File: src/rtl/sm_pkg.sv
// Shared package for the shift-add multiplier family: state encoding, reset
// state and the bit-counter width helper.
package sm_pkg;

  typedef enum logic [2:0] {
    IDLE  = 3'd0,
    INIT  = 3'd1,
    TEST  = 3'd2,
    ADD   = 3'd3,
    SHIFT = 3'd4,
    DONE  = 3'd5
  } sm_state_t;

  localparam sm_state_t SM_RESET_STATE = IDLE;

  // A one-bit operand still needs a one-bit counter.
  function automatic int sm_cnt_width(input int w);
    return (w > 1) ? $clog2(w) : 1;
  endfunction

endpackage

File: src/rtl/sm_bit_counter.sv
// Multiplier bit index counter: synchronous clear, saturating increment,
// terminal count when the last operand bit is reached.
module sm_bit_counter
  import sm_pkg::*;
#(
  parameter int WIDTH = 4,
  localparam int CW = sm_cnt_width(WIDTH)
) (
  input  logic          clk,
  input  logic          rst,
  input  logic          clr,
  input  logic          inc,
  output logic [CW-1:0] cnt,
  output logic          tc
);

  localparam logic [CW-1:0] LAST = CW'(WIDTH - 1);

  assign tc = (cnt == LAST);

  always_ff @(posedge clk or posedge rst) begin
    if (rst) begin
      cnt <= '0;
    end else if (clr) begin
      cnt <= '0;
    end else if (inc && !tc) begin
      cnt <= cnt + CW'(1);
    end
  end

endmodule

File: src/rtl/sm_control_param.sv
// Shift-add multiplier controller (Moore FSM). Define SM_MERGE_ADDSHR_EN to
// have ADD load and shift the running sum in the same cycle.
module sm_control_param
  import sm_pkg::*;
#(
  parameter int WIDTH = 4
) (
  input  logic             clk,
  input  logic             rst,
  input  logic             start,
  input  logic [WIDTH-1:0] mr,
  output logic             mdld,
  output logic             mrld,
  output logic             rsclear,
  output logic             rsload,
  output logic             rsshr,
  output logic             busy,
  output logic             done,
  output sm_state_t        dbg_state
);

  localparam int CW = sm_cnt_width(WIDTH);

  sm_state_t       state, state_nxt;
  logic [CW-1:0]   cnt;
  logic            cnt_tc, cnt_clr, cnt_inc;
  logic            shift_step;
  logic            next_bit;

  sm_bit_counter #(.WIDTH(WIDTH)) u_cnt (
    .clk (clk),
    .rst (rst),
    .clr (cnt_clr),
    .inc (cnt_inc),
    .cnt (cnt),
    .tc  (cnt_tc)
  );

  assign dbg_state = state;

  // Multiplier bit the counter will point at after this increment.
  always_comb begin
    next_bit = 1'b0;
    for (int i = 0; i < WIDTH; i++) begin
      if (i == int'(cnt) + 1) next_bit = mr[i];
    end
  end

  always_ff @(posedge clk or posedge rst) begin
    if (rst) state <= SM_RESET_STATE;
    else     state <= state_nxt;
  end

  always_comb begin
    state_nxt  = state;
    mdld       = 1'b0;
    mrld       = 1'b0;
    rsclear    = 1'b0;
    rsload     = 1'b0;
    rsshr      = 1'b0;
    done       = 1'b0;
    cnt_clr    = 1'b0;
    cnt_inc    = 1'b0;
    shift_step = 1'b0;
    busy       = (state != IDLE);

    case (state)
      IDLE:  if (start) state_nxt = INIT;
      INIT: begin
        mdld      = 1'b1;
        mrld      = 1'b1;
        rsclear   = 1'b1;
        cnt_clr   = 1'b1;
        state_nxt = TEST;
      end
      TEST:  state_nxt = mr[0] ? ADD : SHIFT;
      ADD: begin
        rsload = 1'b1;
`ifdef SM_MERGE_ADDSHR_EN
        rsshr      = 1'b1;
        shift_step = 1'b1;
`else
        state_nxt  = SHIFT;
`endif
      end
      SHIFT: begin
        rsshr      = 1'b1;
        shift_step = 1'b1;
      end
      DONE: begin
        done      = 1'b1;
        state_nxt = IDLE;
      end
      default: state_nxt = SM_RESET_STATE;
    endcase

    // Every shift consumes one multiplier bit; the last one ends the operation.
    if (shift_step) begin
      if (cnt_tc) begin
        state_nxt = DONE;
      end else begin
        cnt_inc   = 1'b1;
        state_nxt = next_bit ? ADD : SHIFT;
      end
    end
  end

endmodule

File: config.mk
export PLATFORM = sky130hd
export DESIGN_NAME = sm_control_param
export DESIGN_NICKNAME = d
export VERILOG_FILES = /design/src/rtl/sm_pkg.sv /design/src/rtl/sm_bit_counter.sv /design/src/rtl/sm_control_param.sv
export SDC_FILE = /design/constraint.sdc
export NUM_CORES = 1
export LEC_CHECK = 0
export ABC_CLOCK_PERIOD_IN_PS = 1600
export CAP_MARGIN = 5
export CORE_AREA = 2 2 39 41
export DETAILED_ROUTE_END_ITERATION = 8
export DIE_AREA = 0 0 41 43
export PLACE_DENSITY_LB_ADDON = 0.05
export SYNTH_ARGS = -nofsm -noshare
export SYNTH_HDL_FRONTEND = slang
export SYNTH_HIERARCHICAL = 1
export SYNTH_SLANG_ARGS = --single-unit
export TNS_END_PERCENT = 10
File: constraint.sdc
create_clock -name clk -period 1.6 [get_ports clk]
set_input_delay 0.16 -clock clk [delete_from_list [all_inputs] [get_ports clk]]
set_output_delay 0.16 -clock clk [all_outputs]
set_load 0.02 [all_outputs]
# Word-level counts from Yosys, hierarchy flattened
# Cells that the tools add are included.
# totals
in_bits,7
ff_bits,5
word_cells,40
output_inout_bits,10
# op_classes
muxes,18
eq_ne,11
n_reduce_logical,7
n_addsub,2
# op_table
cell,n
== test 2 x 32 -> 1 bit (first input constant),1
== test 3 x 32 -> 1 bit (first input constant),1
zero test 32 bit,1
2-to-1 mux 3 bit,5
one-hot mux 3 bit (5 select lines),1
2-to-1 mux 1 bit,10
== test 3 x 2 -> 1 bit (second input constant),2
== test 3 bit (second input constant),2
2-to-1 mux 2 bit,2
adder 2 x 1 -> 3 bit (second input constant),1
== test 2 x 3 -> 1 bit (first input constant),1
== test 3 x 1 -> 1 bit (second input constant),1
zero test 3 bit,1
!= test 3 bit (second input constant),1
nonzero test 3 bit,1
adder 2 x 1 -> 2 bit (second input constant),1
== test 2 bit (second input constant),1
!= test 2 bit (second input constant),1
AND reduction 2 bit,1
nonzero test 2 bit,1
logical AND 1 bit,1
zero test 1 bit,1

# Depth between registers and ports, before layout
# logic_depth
depth_word,9
depth_mapped,5
depth_no_buf,5

# Modules after synthesis
# Netlist, hierarchy kept.
# modules_own_cells
mod,instances,seq_area_each_um2,cells_each,area_per_inst_um2
sm_control_param,1,75.1,32,255.2
sm_bit_counter,1,50.0,11,127.6

# Worst setup path after synthesis
# Ideal clock, no wire load.
# synth_path
path_type,register to register
start,register state[2] (netlist: dbg_state[2])
end,register u_cnt.cnt[0]
required_ns,1.475
slack_ns,-0.276
n_path_buf,0
stages_incl_launch_ff,4
setup_ns,0.125
arrival_time_ns,1.751
synth_period_minus_slack_ns,1.876
path_cell_list,dfrtp_1 nor3b_1 nor2b_1 mux2_4
# synth_between
elab_cells_between_ends,8
classes_between,eq/ne: 2; mux: 4; reduce/logical: 2
# synth_rtl
item,line_no,rtl
from (decl),sm_control_param.sv:24,"sm_state_t state, state_nxt;"
from (signal assigned),sm_control_param.sv:51,else state <= state_nxt;
== test 3 x 1 -> 1 bit (*),--,
2-to-1 mux 1 bit (*),--,
via mdld,sm_control_param.sv:12,"output logic mdld,"
2-to-1 mux 2 bit or nonzero test 2 bit (tied branches),--,
to (signal assigned),sm_bit_counter.sv:27,cnt <= cnt + CW'(1);
to (decl),sm_bit_counter.sv:13,"output logic [CW-1:0] cnt,"
# The timed path passes the listed nets; every way through them passes the cells marked *.
# A chain may end at the register's enable or synchronous reset.

# Worst setup path after layout
# layout_path
start,register state[0] (netlist: dbg_state[0])
end,output port busy
# layout_between
elab_chain_len,1
# layout_lines
item,line_no,rtl
nonzero test 3 bit,sm_control_param.sv:65,busy = (state != IDLE);
to (decl),sm_control_param.sv:17,"output logic busy,"
# No other way between the ends.

==> flow_metrics.py <==
metrics = {
    "timing": {
        "relSlewSlack_pct": 83.3,
        "fin_ws_ns": 0.0770,
        "fin_worst_skew_ns": 0.00222,
        "max_freq_mhz": 657,
        "hold_viol_final": 0,
        "finalCritPeriodShare_pct": 95.2,
        "worstMarginPinSlew_ns": 0.250,
        "rsz0062_at_grt": "no",
        "setup_viol": 0,
        "setup_tns_ns": 0,
        "maxSlewViolCount": 0,
        "period_needed_ns": 1.52,
    },
    "die": {
        "boundaryPins": 17,
        "core.rowCount": 14,
        "die_h_um": 43,
        "dieArea_um2": 1760,
        "core_area_um2": 1380,
        "start_util_pct": 27.7,
        "die_w_um": 41,
    },
    "route": {
        "vias": 406,
        "wl_per_cell_um": 11.7,
        "wl_met2_um": 528,
        "wl_met3_um": 88,
        "drtIter0Drc": 7,
        "ant_nets": 0,
        "first_pass_iters": 2,
        "wl_met1_um": 332,
        "top_layer": "met3",
        "route.detailed.drc": 0,
        "via_per_inst": 5.01,
        "routed_wirelength_um": 948,
    },
    "placed_design": {
        "dpl.hpwl_um": 766,
        "dp_slack_ns": 0.0500,
        "gp_congestion": 0.653,
        "numPortBuffers": 16,
    },
    "synth": {
        "synthDistinctLibCells": 23,
        "ys_seq_elements": 5,
        "synthAdderAreaFrac_pct": 3.27,
        "synth_compound_area_share_pct": 15.4,
        "yosysSeqAreaShare_pct": 32.7,
        "synthMuxAreaShare_pct": 7.52,
        "synth_area_um2": 383,
        "yosys.area_share.simple_pct": 32.4,
        "synth_top_family_by_area": "simple AND/OR/NAND/NOR gates",
        "synthCells": 43,
        "yosys.area_share.xor_xnor_pct": 0,
        "synth_nets": 51,
        "syn_avg_cell_area_um2": 8.90,
        "yosysWarningCount": 6,
    },
    "finish": {
        "diodes": 0,
        "multi_input_area_um2": 229,
        "areaGrowthSynthToFinish_pct": 58.2,
        "final_layout_size_suffix_gt1_share_pct": 18.5,
        "fillers": 135,
        "fin_nets": 74,
        "regArea_um2": 125,
    },
    "power_and_ir_drop": {
        "ir_drop_uv": 1000,
        "powerDensity_nw_per_um2": 1810,
        "leakage_nw": 0.288,
    },
    "worst_setup_path": {
        "r2r_cells": 5,
        "crit_buf_inv": 1,
        "worst-setup-path-type": "reg2out",
        "worstPathArrival_ns": 1.36,
        "worstPathRequired_ns": 1.44,
        "crit_cells": 2,
        "crit_fanout": 7,
        "crit_path_top_delay_cell": "dfrtp_1",
        "max_stage_delay_ns": 0.43,
        "critPathCaptureType": "primary output",
        "crit_chain": "or3_1, dlygate4sd2_1",
        "cpLargestDelayFamily": "flip-flops",
        "startpoint_type": "flop",
    },
    "grt": {
        "antenna_found_initial": 0,
        "grt_pass1_vias": 384,
        "grt_pass1_wl_um": 1520,
        "grt_max_degree": 9,
        "grt_overflow": 0,
        "grt_use_total_pct": 13.2,
    },
    "clock_network": {
        "cts.sinks": 5,
        "clock_path_buffers": 2,
        "cts_tree": "built",
        "clk_pin_slew_ns": 0.04,
        "cts_buffers": 3,
        "cts_root_buffer": "clkbuf_4",
        "post_cts_buffers": 0,
        "clock_latency_ns": 0.24,
        "htree_num_levels": 1,
        "cts_hold_buffers": 0,
    },
    "flow_run": {
        "cap_viol_max_count": 0,
    },
    "outcome": {
        "status": "finished clean",
    },
    "hold_path": {
        "hold_class": "in2async",
    },
}
state kept, by name, summed over array words and instances, names as in the netlist:
name / flops
dbg_state: 3
u_cnt/cnt: 2
final cells by class:
cell class	count	area share [%]
clock buffers	4	4.34
multi-input cells	31	37.8
flip-flops and latches	5	20.7
repair buffers	20	30.8
well taps	16	3.31
inverters	5	3.10
power by group:
part           switching [mW]  internal [mW]  leakage, nW
registers              0.0824          0.176       0.0652
clock network          0.0479         0.0940       0.0150
logic                   0.334          0.361        0.208
worst paths after layout:
path	from	slack, ns	to
worst max-delay path	dbg_state[0]$_DFFE_PP0P_	0.08	busy
worst min-delay path	rst	0.10	u_cnt/cnt[0]$_DFFE_PP0P_
worst max register to register	dbg_state[1]$_DFFE_PP0P_	0.14	u_cnt/cnt[0]$_DFFE_PP0P_
worst min register to register	u_cnt/cnt[1]$_DFFE_PP0P_	0.67	u_cnt/cnt[1]$_DFFE_PP0P_
max in group asynchronous	rst	1.36	dbg_state[1]$_DFFE_PP0P_
min in group clk	start	0.65	dbg_state[0]$_DFFE_PP0P_
metrics by stage:
stage	hold slack, ns	util [%]	cells	cell area (um2)	power (mW)
floorplan	-0.0988	-	43	388	0.694
global placement	0.348	42.1	77	583	0.994
detailed placement	0.353	42.1	77	583	1.01
CTS	0.0959	43.4	81	601	1.10
global route	0.116	43.8	81	606	1.19
finish	0.104	43.8	81	606	1.10
metal layers:
metal,global-route usage [%],vias to the layer above
met4,4.00,0
met2,22.5,19
met5,0,-
met3,6.28,0
met1,13.5,192
li1,-,195
placed cells by master, fill, tap and decap left out, types with 2 or more instances in the layout:
cell	n
dfrtp_1	5
dlygate4sd2_1	3
nor2_1	6
inv_1	5
nand2b_1	2
clkbuf_4	3
buf_4	4
nand3b_1	2
clkdlybuf4s50_1	9
o21ai_0	3
clkdlybuf4s15_1	4
nor2b_1	3
synthesized netlist by cell type (all sizes together):
cell type	n	area share [%]
o21ba	1	2.6
nand3	1	1.3
or3	1	1.6
mux2	1	3.9
nor2	6	5.9
nand3b	2	3.9
ha	1	3.3
buf	2	3.9
o32ai	1	2.3
nand4bb	1	2.9
o31ai	1	2.0
dfrtp	5	33
o21ai	3	3.9
nor3b	1	2.0
mux2i	1	3.6
o21a	1	2.0
nand2b	2	3.3
o311a	1	2.6
nor3	1	1.3
and3	1	1.6
nor2b	4	8.5
inv	5	4.9
cells by family after synthesis:
logic type	Yosys count
mux	2
flops	5
buf+inv	7
compound gates	8
fa+ha+maj	1
simple gates	20
what timing repair did:
| item | 4_1_cts | 5_1_grt |
|---|---|---|
| cloned | 0 | 0 |
| gates resized for setup | 7 | 4 |
| setup endpoints to repair | 7 | 4 |
| endpoints found under the hold margin | 0 | 0 |
(Power assumes the default switching activity.)
